==> src/rtl/alu_arbiter.sv <==
// Round-robin arbiter sharing one combinational ALU between two requesters.
// Captures the winning request, drives the ALU for one cycle, returns a registered result.
module alu_arbiter #(
   parameter int unsigned DW  = 32,
   parameter int unsigned OPW = 4
) (
   input  logic           CLK,
   input  logic           nRST,
   input  logic           req0,
   input  logic           req1,
   input  logic [DW-1:0]  op1_0,
   input  logic [DW-1:0]  op2_0,
   input  logic [DW-1:0]  op1_1,
   input  logic [DW-1:0]  op2_1,
   input  logic [OPW-1:0] opc0,
   input  logic [OPW-1:0] opc1,
   output logic           ack0,
   output logic           ack1,
   output logic           done0,
   output logic           done1,
   output logic [DW-1:0]  res_out,
   output logic           z_out,
   output logic           n_out,
   output logic           v_out,
   output logic           busy,
   output logic [DW-1:0]  alu_op1,
   output logic [DW-1:0]  alu_op2,
   output logic [OPW-1:0] alu_opcode,
   input  logic [DW-1:0]  alu_res,
   input  logic           alu_z,
   input  logic           alu_n,
   input  logic           alu_v
);

   localparam int unsigned SW = 2;
   localparam logic [SW-1:0] S_IDLE = 2'd0;
   localparam logic [SW-1:0] S_EXEC = 2'd1;
   localparam logic [SW-1:0] S_RESP = 2'd2;

   logic [SW-1:0]  state;
   logic [SW-1:0]  state_nxt;
   logic           can_accept;
   logic           grant0;
   logic           grant1;
   logic           last;
   logic           win_id;
   logic [DW-1:0]  op1_q;
   logic [DW-1:0]  op2_q;
   logic [OPW-1:0] opc_q;

   // State register
   always_ff @(posedge CLK) begin
      if (!nRST) state <= S_IDLE;
      else       state <= state_nxt;
   end

   // Next state and round-robin grant; a tie goes to the requester that did not win last
   always_comb begin
      state_nxt  = state;
      can_accept = 1'b0;
      grant0     = 1'b0;
      grant1     = 1'b0;
      case (state)
         S_IDLE: can_accept = 1'b1;
         S_EXEC: state_nxt  = S_RESP;
         S_RESP: begin
            can_accept = 1'b1;
            state_nxt  = S_IDLE;
         end
         default: state_nxt = S_IDLE;
      endcase
      if (can_accept && nRST) begin
         grant0 = req0 & (~req1 | last);
         grant1 = req1 & (~req0 | ~last);
         if (grant0 || grant1) state_nxt = S_EXEC;
      end
   end

   assign ack0       = grant0;
   assign ack1       = grant1;
   assign alu_op1    = op1_q;
   assign alu_op2    = op2_q;
   assign alu_opcode = opc_q;

   // Request capture, result capture and done pulses
   always_ff @(posedge CLK) begin
      if (!nRST) begin
         last    <= 1'b1;
         win_id  <= 1'b0;
         op1_q   <= '0;
         op2_q   <= '0;
         opc_q   <= '0;
         done0   <= 1'b0;
         done1   <= 1'b0;
         res_out <= '0;
         z_out   <= 1'b0;
         n_out   <= 1'b0;
         v_out   <= 1'b0;
         busy    <= 1'b0;
      end else begin
         done0 <= (state == S_EXEC) && !win_id;
         done1 <= (state == S_EXEC) && win_id;
         busy  <= (state_nxt == S_EXEC);
         if (state == S_EXEC) begin
            res_out <= alu_res;
            z_out   <= alu_z;
            n_out   <= alu_n;
            v_out   <= alu_v;
         end
         if (grant0) begin
            op1_q  <= op1_0;
            op2_q  <= op2_0;
            opc_q  <= opc0;
            win_id <= 1'b0;
            last   <= 1'b0;
         end else if (grant1) begin
            op1_q  <= op1_1;
            op2_q  <= op2_1;
            opc_q  <= opc1;
            win_id <= 1'b1;
            last   <= 1'b1;
         end
      end
   end

endmodule
==> config.mk <==
export PLATFORM = sky130hd
export DESIGN_NAME = alu_arbiter
export DESIGN_NICKNAME = d
export VERILOG_FILES = /design/src/rtl/alu_arbiter.sv
export SDC_FILE = /design/constraint.sdc
export NUM_CORES = 1
export LEC_CHECK = 0
export CAP_MARGIN = 20
export CORE_MARGIN = 2
export CORE_UTILIZATION = 38
export DETAILED_ROUTE_END_ITERATION = 8
export GPL_TIMING_DRIVEN = 0
export PLACE_DENSITY = 0.87
export SYNTH_ARGS = -nofsm -noshare
export SYNTH_HDL_FRONTEND = slang
export SYNTH_SLANG_ARGS = --single-unit
==> constraint.sdc <==
create_clock -name CLK -period 3.2 [get_ports CLK]
set_input_delay 0.8 -clock CLK [delete_from_list [all_inputs] [get_ports CLK]]
set_output_delay 0.8 -clock CLK [all_outputs]
set_load 0.005 [all_outputs]
# Yosys cells after proc, flatten, opt, wreduce, memory -nomap -nowiden
# Index checks and enable logic that the tools add are counted.
totals:
  word_cells: 47
  output_inout_bits: 108
  register_bits: 110
  input_bits: 175
op_classes:
  reduce_logical: 9
  bitwise_logic: 8
  eq_ne: 3
  muxes: 14
ops:
  columns: ["operator", "n"]
  rows:
  - ["two-way mux 32 bit", 4]
  - ["two-way mux 4 bit", 2]
  - ["two-way mux 1 bit", 5]
  - ["== test 2 x 1 -> 1 bit, second input constant", 2]
  - ["two-way mux 2 bit", 2]
  - ["NOT 1 bit", 4]
  - ["case mux 2 bit (2 select lines)", 1]
  - ["OR reduction 2 bit", 2]
  - ["logical AND 1 bit", 3]
  - ["AND 1 bit", 2]
  - ["== test 2 bit, second input constant", 1]
  - ["logical NOT 2 bit", 1]
  - ["bitwise OR 1 bit", 2]
  - ["nonzero test 2 bit", 1]
  - ["logical NOT 1 bit", 1]
  - ["logical OR 1 bit", 1]

# Logic depth before layout (Yosys ltp)
logic_depth:
  word_depth: 7
  depth_mapped: 7
  ltp_nobuf: 3

# Worst setup path after synthesis
# Ideal clock, no wire load.
synth_path:
  path_type: "input to output"
  start: "input req0"
  end: "output ack0"
  setup_slack_ns: 0.799
  n_path_buf: 3
  arrival_time_ns: 1.601
  cell_stages: 5
  required_ns: 2.400
  path_cell_list: "buf_2 buf_2 inv_2 clkbuf_8 nor3_1"
synth_between:
  elab_chain_len: 2
synth_rtl:
  columns: ["element", "line_no", "source"]
  rows:
  - ["start, declared", "9", "input logic req0,"]
  - ["AND 1 bit", "73", "grant0 = req0 & (~req1 | last);"]
  - ["two-way mux 1 bit", "72", "if (can_accept && nRST) begin"]
  - ["end, declared", "17", "output logic ack0,"]
# No other way between the ends.

# Worst setup path after layout
layout_path:
  start: "input nRST"
  end: "output ack1"
layout_between:
  elab_chain_len: 2
layout_rtl:
  columns: ["element", "line_no", "source"]
  rows:
  - ["start, declared", "8", "input logic nRST,"]
  - ["logical AND 1 bit", "72", null]
  - ["two-way mux 1 bit", "72", null]
  - ["end, declared", "18", "output logic ack1,"]
# No other way between the ends.

==> results.yml <==
power:
  intPower_mw: 2.586
  max-vdd-ir-drop_mv: 0.2491
  clkPwrFrac_pct: 31.0
  part_of_the_power_in_registers_pct: 42.6
  combinational_power_share_pct: 26.4
  switching_power_mw: 1.033
  switching_share_pct: 28.54
  p_total_mw: 3.619
  power_density_mw_per_mm2: 414.4
  cellLeakagePower_nw: 2.949
clocking:
  cts_tree: "built"
  cts_htree_levels: 3
  clk_latency_ns: 0.36
  cts-buffers-inserted: 9
  clock_sinks: 110
  max-clock-path-buffers: 2
  cts_hold_repair.buffers: 0
  clock_root_cell: "clkbuf_16"
  clk_pin_slew_ns: 0.08
place:
  buffer_ports.inserted: 281
  place.gp.congestion: 0.8331
  place_hpwl_mm: 15.28
yosys:
  postSynthCellCount: 521
  yosys_warnings: 0
  net_count_after_synthesis: 696
  seq_area_frac_synth_pct: 40.90
  postSynthAreaPerCell_sq_um: 10.33
  synthDistinctLibCells: 34
  postSynthRegisterBits: 110
  syn-cell-area_sq_mm: 0.005384
layout:
  most-common-layout-cells: "clkdlybuf4s50_1, dfxtp_1, a2111oi_0, nor4_1, a21oi_1"
  final_layout_size_suffix_gt1_share_pct: 12.20
  layout.cells.most_common: "clkdlybuf4s50_1"
  utilization_pct: 62.91
  syn2layout_area_growth_pct: 62.19
  finalNetCount: 990
critical_path:
  critical_path_class: "input pin to primary output"
  worstSetupStartpointType: "input pin"
  cp.arrival_ns: 2.29
  timing.critical_path.from: "nRST"
  r2r-start: "state[0]"
  timing.critical_path.fanout_max: 10
  type_of_element_capturing_the_critical_path: "primary output"
  cp_data_required_time_ns: 2.40
  setup.worst_path.end: "ack1"
  regToRegEndpoint: "alu_op1[21]"
  reg2reg_depth: 5
  r2r_setup_slack_ns: 1.39
die:
  core-area_sq_mm: 0.01388
  fp-row-count: 43
  die-width_um: 123.0
  die_area_sq_mm: 0.01514
  num_io_pins: 283
  die-height_um: 123.0
  floorplan.initialDensity_pct: 38.79
grt:
  grt_pass1_vias: 5779
  grt.total_usage_pct: 26.60
  global_route.usage.met1_pct: 30.89
  globalRouteMet3Util_pct: 8.718
  grt_antenna_before_repair: 1
  globalRoute.busiestLayer: "met2"
  grt_max_degree: 21
  groute.layer.met2.usage_pct: 45.72
  grt_pass1_wl_mm: 31.02
  grt-ovfl-total: 0
timing:
  final.min_clock_period_ns: 3.090
  skew_ns: 0.01116
  timing.final.hold_violations: 0
  tns_ns: 0
  slew_viol_final: 0
  final_worst_path_period_share_pct: 96.55
  slew_at_the_pin_with_the_worst_max_slew_slack_ns: 0.7423
  finalSetupViolations: 0
  unrepaired_setup_endpoints_after_global_routing: "false"
  fmax_mhz: 323.7
  slew_headroom_pct: 49.23
routing:
  detail-route-antenna-nets: 0
  route.detailed.vias_per_inst: 5.935
  firstDrtPassIters: 5
  routed-via-count: 5941
  postRouteWirelength_mm: 20.99
  drt_first_iter_violations: 479
  post_drt_wl_per_cell_um: 20.96
  drc: 0
min_path:
  hold_path_class: "flop to flop"
run:
  cap_viol_max_count: 0
outcome:
  run_status: "completed"
[repair_timing]
item,4_1_cts,5_1_grt
buffers inserted,1,1
pin swaps,0,0
gates resized for setup,4,0
setup endpoints to repair,2,1
hold endpoints to repair,0,0
[state kept, by name, summed over array words and instances (netlist names)]
name / flops
alu_op1: 32
alu_op2: 32
alu_opcode: 4
busy: 1
done0: 1
done1: 1
last: 1
n_out: 1
res_out: 32
state: 2
v_out: 1
win_id: 1
z_out: 1
[synth_stat cells (all sizes together)]
cell	n	area [sq um]
dfxtp	110	2202
a21oi	70	380.4
a2111oi	68	595.6
nor4	68	425.4
nor4b	68	658.1
buf	50	439.2
a22o	35	306.5
clkbuf	30	143.9
bufbuf	3	97.59
inv	3	11.26
and3	2	15.01
nor2b	2	15.02
a21boi	1	11.26
a31oi	1	6.260
and2	1	6.260
and2b	1	7.510
dlymetal6s2s	1	12.51
nand2	1	3.750
nand2b	1	13.76
nor3	1	5.000
nor3b	1	7.510
o21ai	1	5.000
o311ai	1	8.760
or2	1	6.260
[kinds of logic (layout without fill, tap and decap cells)]
group	Yosys count	after routing	synth area share, %
flops	110	110	40.90
buf+inv	87	386	13.08
compound gates	177	177	24.40
other cells	0	1	0
simple gates	147	147	21.61
[routing by layer]
layer	up-vias	wire, um
met5	-	0
met4	0	596
met3	46	2351
met2	375	10090
met1	2794	7952
li1	2726	-
[critical path, stage by stage]
cell             delay, ns
dlygate4sd2_1         0.27
buf_6                 0.13
and2b_1               0.17
buf_12                0.14
buf_12                0.14
and3_2                0.20
clkdlybuf4s50_1       0.44
[final cells by class]
| type | count | area (sq um) |
|---|---|---|
| Sequential cell | 110 | 2202 |
| Clock inverter | 7 | 66.31 |
| Antenna cell | 1 | 2.502 |
| Buffer | 84 | 693.2 |
| Inverter | 3 | 11.26 |
| Fill cell | 1146 | 5149 |
| Tap cell | 180 | 225.2 |
| Multi-Input combinational cell | 324 | 2482 |
| Timing Repair Buffer | 283 | 2824 |
| Clock buffer | 9 | 225.2 |
[per-stage QoR]
step                      setup WS [ns]  instance area (sq um)  hold slack, ns  cells
after floorplan                  0.7990                   5384          0.4062    521
after global placement          -0.4363                   8422          0.4550    982
after detailed placement        -0.4134                   8422          0.4630    982
after CTS                       0.05919                   8722          0.4813    999
after global routing            0.05663                   8732          0.5021   1001
final                            0.1104                   8732          0.4828   1001
[worst min path at each step]
stage	from	end	slack (ns)	cells after the start
after floorplan	win_id	done0	0.41	1
after global placement	win_id	done0	0.45	1
after detailed placement	win_id	done0	0.46	1
after CTS	win_id	done0	0.48	1
after global routing	res_out[20]	res_out[20]	0.50	1
final	res_out[9]	res_out[9]	0.48	1
[power groups by stage]
stage	Sequential, mW	Combinational, mW	Clock (mW)
2_1_floorplan	1.57	0.392	0
3_3_place_gp	1.57	0.934	0
3_5_place_dp	1.57	0.941	0
4_1_cts	1.54	0.949	1.13
5_1_grt	1.55	1.02	1.20
6_report	1.54	0.954	1.12
(Power assumes the default switching activity.)
